[src/rtl/counter_pkg.sv]
// Shared types and constants for the small binary counters built on d_flipflop.
package counter_pkg;

  typedef logic [3:0] count_t;

  localparam count_t COUNT_MAX = 4'hF;
  localparam count_t COUNT_MIN = 4'h0;

  // Modulo-16 step; wrap-around falls out of the 4-bit result width.
  function automatic count_t count_step(input count_t value, input logic up);
    count_t result;
    result = up ? (value + 4'd1) : (value - 4'd1);
    return result;
  endfunction

endpackage

[src/rtl/d_flipflop.sv]
// Single-bit D flip-flop with asynchronous active-low clear; the shared storage primitive.
module d_flipflop (
  input  logic clock,
  input  logic reset,
  input  logic data_in,
  output logic data_out
);

  always_ff @(posedge clock or negedge reset) begin
    if (!reset) begin
      data_out <= 1'b0;
    end else begin
      data_out <= data_in;
    end
  end

endmodule

[src/rtl/bit_counter4.sv]
// 4-bit up/down counter with parallel load, stored in four d_flipflop instances.
module bit_counter4
  import counter_pkg::*;
#(
  parameter count_t RESET_VALUE        = 4'b0000,
  parameter bit     COUNT_DOWN_DEFAULT = 1'b0
) (
  input  logic       clock,
  input  logic       reset,
  input  logic       enable,
  input  logic       up_down,
  input  logic       load,
  input  logic [3:0] load_value,
  output logic       bit_1,
  output logic       bit_2,
  output logic       bit_3,
  output logic       bit_4,
  output logic [3:0] count,
  output logic       terminal
);

  count_t count_next;
  count_t ff_d;
  count_t ff_q;

  always_comb begin
    count_next = count;
    if (load) begin
      count_next = load_value;
    end else if (enable) begin
      count_next = count_step(count, up_down);
    end
  end

  // The primitive always clears to 0, so bits whose reset value is 1 are
  // stored inverted; the flop then clears straight to RESET_VALUE.
  genvar gi;
  generate
    for (gi = 0; gi < 4; gi++) begin : g_bit
      assign ff_d[gi]  = count_next[gi] ^ RESET_VALUE[gi];
      assign count[gi] = ff_q[gi] ^ RESET_VALUE[gi];

      d_flipflop u_ff (
        .clock   (clock),
        .reset   (reset),
        .data_in (ff_d[gi]),
        .data_out(ff_q[gi])
      );
    end

    // Idle direction is descriptive only; it leaves a marker scope in the hierarchy.
    if (COUNT_DOWN_DEFAULT) begin : g_idle_down
    end else begin : g_idle_up
    end
  endgenerate

  assign bit_1 = count[0];
  assign bit_2 = count[1];
  assign bit_3 = count[2];
  assign bit_4 = count[3];

  assign terminal = enable & ((up_down & (count == COUNT_MAX)) |
                              (~up_down & (count == COUNT_MIN)));

endmodule

[config.mk]
export PLATFORM = sky130hd
export DESIGN_NAME = bit_counter4
export DESIGN_NICKNAME = d
export VERILOG_FILES = /design/src/rtl/counter_pkg.sv /design/src/rtl/d_flipflop.sv /design/src/rtl/bit_counter4.sv
export SDC_FILE = /design/constraint.sdc
export NUM_CORES = 1
export LEC_CHECK = 0
export BUFFER_PORTS_ARGS = -buffer_cell sky130_fd_sc_hd__buf_4
export CORE_AREA = 8 8 45 47
export DETAILED_ROUTE_END_ITERATION = 10
export DIE_AREA = 0 0 53 55
export GPL_TIMING_DRIVEN = 0
export SLEW_MARGIN = 10
export SYNTH_ARGS = -nofsm -noshare
export SYNTH_HDL_FRONTEND = slang
export SYNTH_SLANG_ARGS = --single-unit
[constraint.sdc]
create_clock -name clock -period 1.8 [get_ports clock]
set_input_delay 0.27 -clock clock [delete_from_list [all_inputs] [get_ports clock]]
set_output_delay 0.27 -clock clock [all_outputs]
set_load 0.005 [all_outputs]
Yosys cells after proc, flatten, opt, wreduce, memory -nomap -nowiden
Index checks and enable logic that the tools add are counted.
Widths: inputs -> output; s select.
{"block": "totals", "ff_bits": 4, "latch_bits": 0, "ramBits": 0, "mem_bits_ro": 0, "input_bits": 9, "wordCells": 17, "memories": 0}
{"block": "classes", "add_sub_neg": 2, "mul": 0, "div": 0, "order_cmp": 0, "eq_ne": 1, "shift": 0, "mux": 3, "n_bitwise": 5, "n_reduce_logical": 2}
{"operator": "$mux 4", "count": 3}
{"operator": "$add 4x1->4 const B", "count": 1}
{"operator": "$eq 4x4->1 const B", "count": 1}
{"operator": "$logic_not 4->1", "count": 1}
{"operator": "$sub 4x1->4 const B", "count": 1}
{"operator": "$and 1x1->1", "count": 3}
{"operator": "$reduce_bool 2->1", "count": 1}
{"operator": "$not 1->1", "count": 1}
{"operator": "$or 1x1->1", "count": 1}

Logic depth before layout (Yosys ltp)
{"block": "depth", "word_depth": 4, "ltp_mapped": 5, "mapped_depth_nobuf": 5}

By module
Synthesis repeated with hierarchy kept, for this count alone.
{"block": "hier_totals", "hier_cells": 40, "hier_area_um2": 376.6}
{"module": "bit_counter4", "instances": 1, "cells_each": 36, "area_per_inst_um2": 276.5, "seq_area_each_um2": 0.0}
{"module": "d_flipflop", "instances": 4, "cells_each": 1, "area_per_inst_um2": 25.0, "seq_area_each_um2": 25.0}

Worst setup path after synthesis
No wires, ideal clock.
{"block": "synth_timing", "path_type": "reg-to-output", "from": "register g_bit[0].u_ff.data_out", "to": "output port terminal", "arrival_ns": 1.208, "t_required_ns": 1.530, "slack_ns": 0.322, "path_stages_with_launch": 4, "path_buffers": 0, "path_cell_list": "dfrtp_1 > or4_1 > mux2i_1 > and2_1"}
{"block": "synth_via", "elab_chain_cells": 4, "elab_cells_between_ends": 6}
{"item": "from (decl)", "line": "d_flipflop.sv:6", "rtl": "output logic data_out"}
{"item": "from (signal assigned)", "line": "d_flipflop.sv:13", "rtl": "data_out <= data_in;"}
{"item": "$eq 4x4->1 or $logic_not 4->1 (tied branches)", "line": "bit_counter4.sv:62, bit_counter4.sv:63"}
{"item": "$and 1x1->1, on equally long branches", "line": "bit_counter4.sv:62, bit_counter4.sv:63"}
{"item": "$or 1x1->1 (*)", "line": "bit_counter4.sv:62", "rtl": "assign terminal = enable & ((up_down & (count == COUNT_MAX)) |"}
{"item": "$and 1x1->1 (*)", "line": "bit_counter4.sv:62"}
{"item": "to (decl)", "line": "bit_counter4.sv:19", "rtl": "output logic terminal"}
Mark *: on every way between the ends. The rest lies on a longest branch, timed or not.

Final worst setup path
{"block": "layout_timing", "from": "register g_bit[1].u_ff.data_out", "to": "output port terminal"}
{"block": "layout_via", "elab_chain_cells": 4, "elab_cells_between_ends": 6}
{"item": "from (decl)", "line": "d_flipflop.sv:6"}
{"item": "from (signal assigned)", "line": "d_flipflop.sv:13"}
{"item": "$eq 4x4->1 or $logic_not 4->1 (tied branches)", "line": "bit_counter4.sv:62, bit_counter4.sv:63"}
{"item": "$and 1x1->1, on equally long branches", "line": "bit_counter4.sv:62, bit_counter4.sv:63"}
{"item": "$or 1x1->1 (*)", "line": "bit_counter4.sv:62"}
{"item": "$and 1x1->1 (*)", "line": "bit_counter4.sv:62"}
Marked as above.

==> metrics list <==
- The run finished with clean final reports.
- Sorting the synthesized cells by area gives the leading types as sky130_fd_sc_hd__dfrtp_1 27%, sky130_fd_sc_hd__buf_4 10%, sky130_fd_sc_hd__mux2i_1 8.1%, sky130_fd_sc_hd__ha_1 6.7%, sky130_fd_sc_hd__fa_1 5.4%.
- Counting the fill cells in the layout gives about 150.
- The number of antenna violations at the first check in global routing was 0.
- Regs by FF count: g_bit.u_ff.data_out x4
- Placed wire-length estimate: 754 um
- Measured along the x axis, the die boundary spans 53 um.
- RSZ-0062 raised after global routing: yes
* Mean cell area of the mapped netlist: 9.32 um2
* Max reg flops: 4
* DRT iter0 DRCs: 5
* Clock Sinks: 4
* Number of buffers inserted by port buffering: 16
- In this run the deepest clock path goes through 2 buffers.
- Post-synthesis cell area: 373 um2
- Dividing the final minimum period by the clock period gives 0.976.
- Clock skew on the completed layout was measured at about 2.4 ps.
- Total Nets Final: 77
- Number of buffers inserted during clock tree synthesis: 3
* Power per standard cell area: between 700 and 800 nW/um2
* Crit path setup slack, layout: around 43 ps
- The floorplan step defined a die boundary enclosing 2920 um2.
* Minimum setup slack after placement: 171 ps
- Using the TritonRoute via totals, the vias-per-cell ratio works out to 4.94.
- Std-Cell Rows: 14
- After detailed routing, the number of remaining DRC violations is 0.
- Logic pwr share: 0.453
- Pin count of the biggest net entering global routing: 11
- Total Negative Setup Slacks: 0 ps
- Sequential cell fraction of total power: 0.298
- Routability cong.: 0.789
* Remaining antenna violation count after routing: 0
- Endpoint arrival time on the critical path: 1490 ps
- Number of instances in the synthesized netlist: 40
- Wire length of the first global-routing pass: ~1800 um
- Initial core utilization: 0.269
- For the finished layout, the period the worst path requires is between 1500 and 2000 ps.
- For this run, the total global-route usage over all layers was measured as 0.0832.
- Fraction of final layout cells with drive strength greater than 1: 0.476
- The via count of the first global-routing pass came to 402.
- In this run the worst path has a maximum fanout of 5.
- Number of nets in the synthesized netlist: between 50 and 60
- Power comes to 0.438 mW.
- The critical path is of the flip-flop to output pin type.
- Standard cell with the maximum stage delay on the critical path: sky130_fd_sc_hd__or4_1
* Worst IR Drop VDD: 0.318 mV
* Per-cell routed wire length: 13.6 um
- Area used by sequential logic in the layout: 104 um2
- CP endpoint kind: output pin
- Once placement completed, the tool counted placed cells totaling between 70 and 80.
* Leakage power: 0.278 nW
- The repair_antennas step left the layout with diodes totalling 0.
- Worst path max stage delay: 470 ps
* Worst slew margin: 0.733
* Data required time at the worst endpoint: 1530 ps
- WHS: 247 ps
- Sequential fraction of the synthesis area: 0.268
- Detailed routing inserted a total of 390 vias.
* P_sw: 0.135 mW
- Across the run, the number of max-cap violations was 0.
- Slew @ Worst Pin: 401 ps
- Clk Tree Root Cell: sky130_fd_sc_hd__clkbuf_4
- Total congestion overflow after global routing: 0
- Number of placed I/O pins: 18
* Switching share of power: 0.309
* Proportion of netlist area held by the largest area contributor: 0.268
* Internal power contribution: 0.302 mW
- The first detailed-routing pass took 3 iterations.
* Total number of H-tree levels: 1
- After clock tree synthesis, the clock-pin slew on the worst setup and hold paths is 40 ps.
- Synthesis inferred 4 register bits.
* Part of the power in the clock network: 0.250
- TritonCTS built the clock tree.
* Cell taking the most area after synthesis: sky130_fd_sc_hd__dfrtp_1
* Critical path launch point type: flip-flop
* Source-to-sink clock delay at the later pin of the worst-skew pair: 230 ps
* Worst min-delay path category: input pin to flip-flop
- Setup violations remaining at the end of the flow were counted as 0.
- The max-slew violation count was 0.
* Hold Vio Cnt, Final: 0
- Timing would allow up to 569 MHz.
- In the final layout, the multi-input gates occupy 228 um2.
* Core box area: 1380 um2
- Leaving out filler cells and counting taps, the final layout contains 79.
- Counting flops per register, the top entry is g_bit.u_ff.data_out.
- Traced cell by cell, the critical path runs through or4_1 -> mux2i_1 -> and2_1 -> buf_4.
- Number of different library cells in the post-synthesis netlist: 24
- Relative to the synthesized area, the layout overhead comes to 53.4%.
- DRT Wirelength: 1070 um
- Die extent in y: 55 um
* Total of warnings raised by yosys: 0
## kinds of logic (layout without fill, tap and decap cells)
family | Yosys count | after routing | synth area share
compound gates | 8 | 8 | 0.138
buf+inv | 7 | 30 | 0.121
fa+ha+maj | 3 | 3 | 0.121
mux | 3 | 3 | 0.0805
flops | 4 | 4 | 0.268
simple gates | 13 | 13 | 0.225
xor+xnor | 2 | 2 | 0.0470
## Yosys cell counts
cell                        count
sky130_fd_sc_hd__nand3b_1       1
sky130_fd_sc_hd__and2_1         1
sky130_fd_sc_hd__nor3b_1        2
sky130_fd_sc_hd__o2bb2ai_1      1
sky130_fd_sc_hd__nor4bb_1       1
sky130_fd_sc_hd__nand4_1        1
sky130_fd_sc_hd__ha_1           2
sky130_fd_sc_hd__or4_1          1
sky130_fd_sc_hd__a21oi_1        2
sky130_fd_sc_hd__o21ai_0        2
sky130_fd_sc_hd__a221o_1        1
sky130_fd_sc_hd__fa_1           1
sky130_fd_sc_hd__nand3_1        2
sky130_fd_sc_hd__xor2_1         1
sky130_fd_sc_hd__inv_1          1
sky130_fd_sc_hd__or4b_1         1
sky130_fd_sc_hd__buf_4          5
sky130_fd_sc_hd__o21ai_1        1
sky130_fd_sc_hd__a21o_1         1
sky130_fd_sc_hd__dfrtp_1        4
sky130_fd_sc_hd__nand2_1        3
sky130_fd_sc_hd__clkbuf_1       1
sky130_fd_sc_hd__mux2i_1        3
sky130_fd_sc_hd__xnor2_1        1
## power groups by stage
stage               clock network [mW]  logic (mW)  registers (mW)
floorplan                            0      0.0958           0.130
global placement                     0       0.170           0.136
detailed placement                   0       0.173           0.137
CTS                              0.113       0.186           0.132
global route                     0.116       0.223           0.133
finish                           0.109       0.198           0.130
## layout make-up
class                   count  area share
multi-input cells          29       0.398
repair buffers             20       0.267
inverters                   1     0.00656
flip-flops and latches      4       0.182
clock buffers               3      0.0394
well taps                  16      0.0350
plain buffers               6      0.0722
## worst paths after layout
path / startpoint / end / slack, ps / cells after the start
worst max-delay path: g_bit[1].u_ff.data_out$_DFFE_PN0P_ / terminal / 40 / 4
worst min-delay path: load_value[0] / g_bit[0].u_ff.data_out$_DFFE_PN0P_ / 250 / 3
worst max register to register: g_bit[0].u_ff.data_out$_DFFE_PN0P_ / g_bit[2].u_ff.data_out$_DFFE_PN0P_ / 320 / 5
worst min register to register: g_bit[2].u_ff.data_out$_DFFE_PN0P_ / g_bit[2].u_ff.data_out$_DFFE_PN0P_ / 710 / 2
max in group asynchronous: reset / g_bit[0].u_ff.data_out$_DFFE_PN0P_ / 1320 / 2
min in group asynchronous: reset / g_bit[1].u_ff.data_out$_DFFE_PN0P_ / 370 / 2
## critical path: cells and delay by family, from the launching register on
family / cells / cell delay [ps]
flops: 1 / 420
mux: 1 / 130
buf+inv: 1 / 100
simple gates: 2 / 600
## cells in the final DEF, fill, tap and decap left out, drive strengths merged, types with 2 or more instances in the layout
| cell type | instances |
|---|---|
| buf | 24 |
| ha | 2 |
| a21oi | 2 |
| dfrtp | 4 |
| clkbuf | 4 |
| nand3 | 2 |
| nand2 | 3 |
| o21ai | 3 |
| mux2i | 3 |
| nor3b | 2 |
## per-stage QoR
step / util / area [um2]
final: 0.413 / 572
after global placement: 0.371 / 513
after detailed placement: 0.371 / 513
after global routing: 0.413 / 572
after floorplan: - / 373
after CTS: 0.401 / 556
## timing repair
| action | in CTS | in global routing |
|---|---|---|
| pin swaps | 0 | 0 |
| endpoints found under the setup margin | 1 | 1 |
| hold buffers | 1 | 0 |
| endpoints found under the hold margin | 4 | 0 |
| buffers inserted | 1 | 2 |
| resized for setup | 2 | 1 |
| gates cloned | 0 | 0 |
## metal layers
layer	part of all wire	routed length (um)	vias to the layer above	GRT usage
met4	0.026	28	0	0.0776
met5	0	0	-	0
met2	0.48	511	18	0.139
met1	0.38	403	178	0.0780
met3	0.12	127	4	0.0321
li1	-	-	190	-
Note: power is estimated with default switching activity, not from simulation.
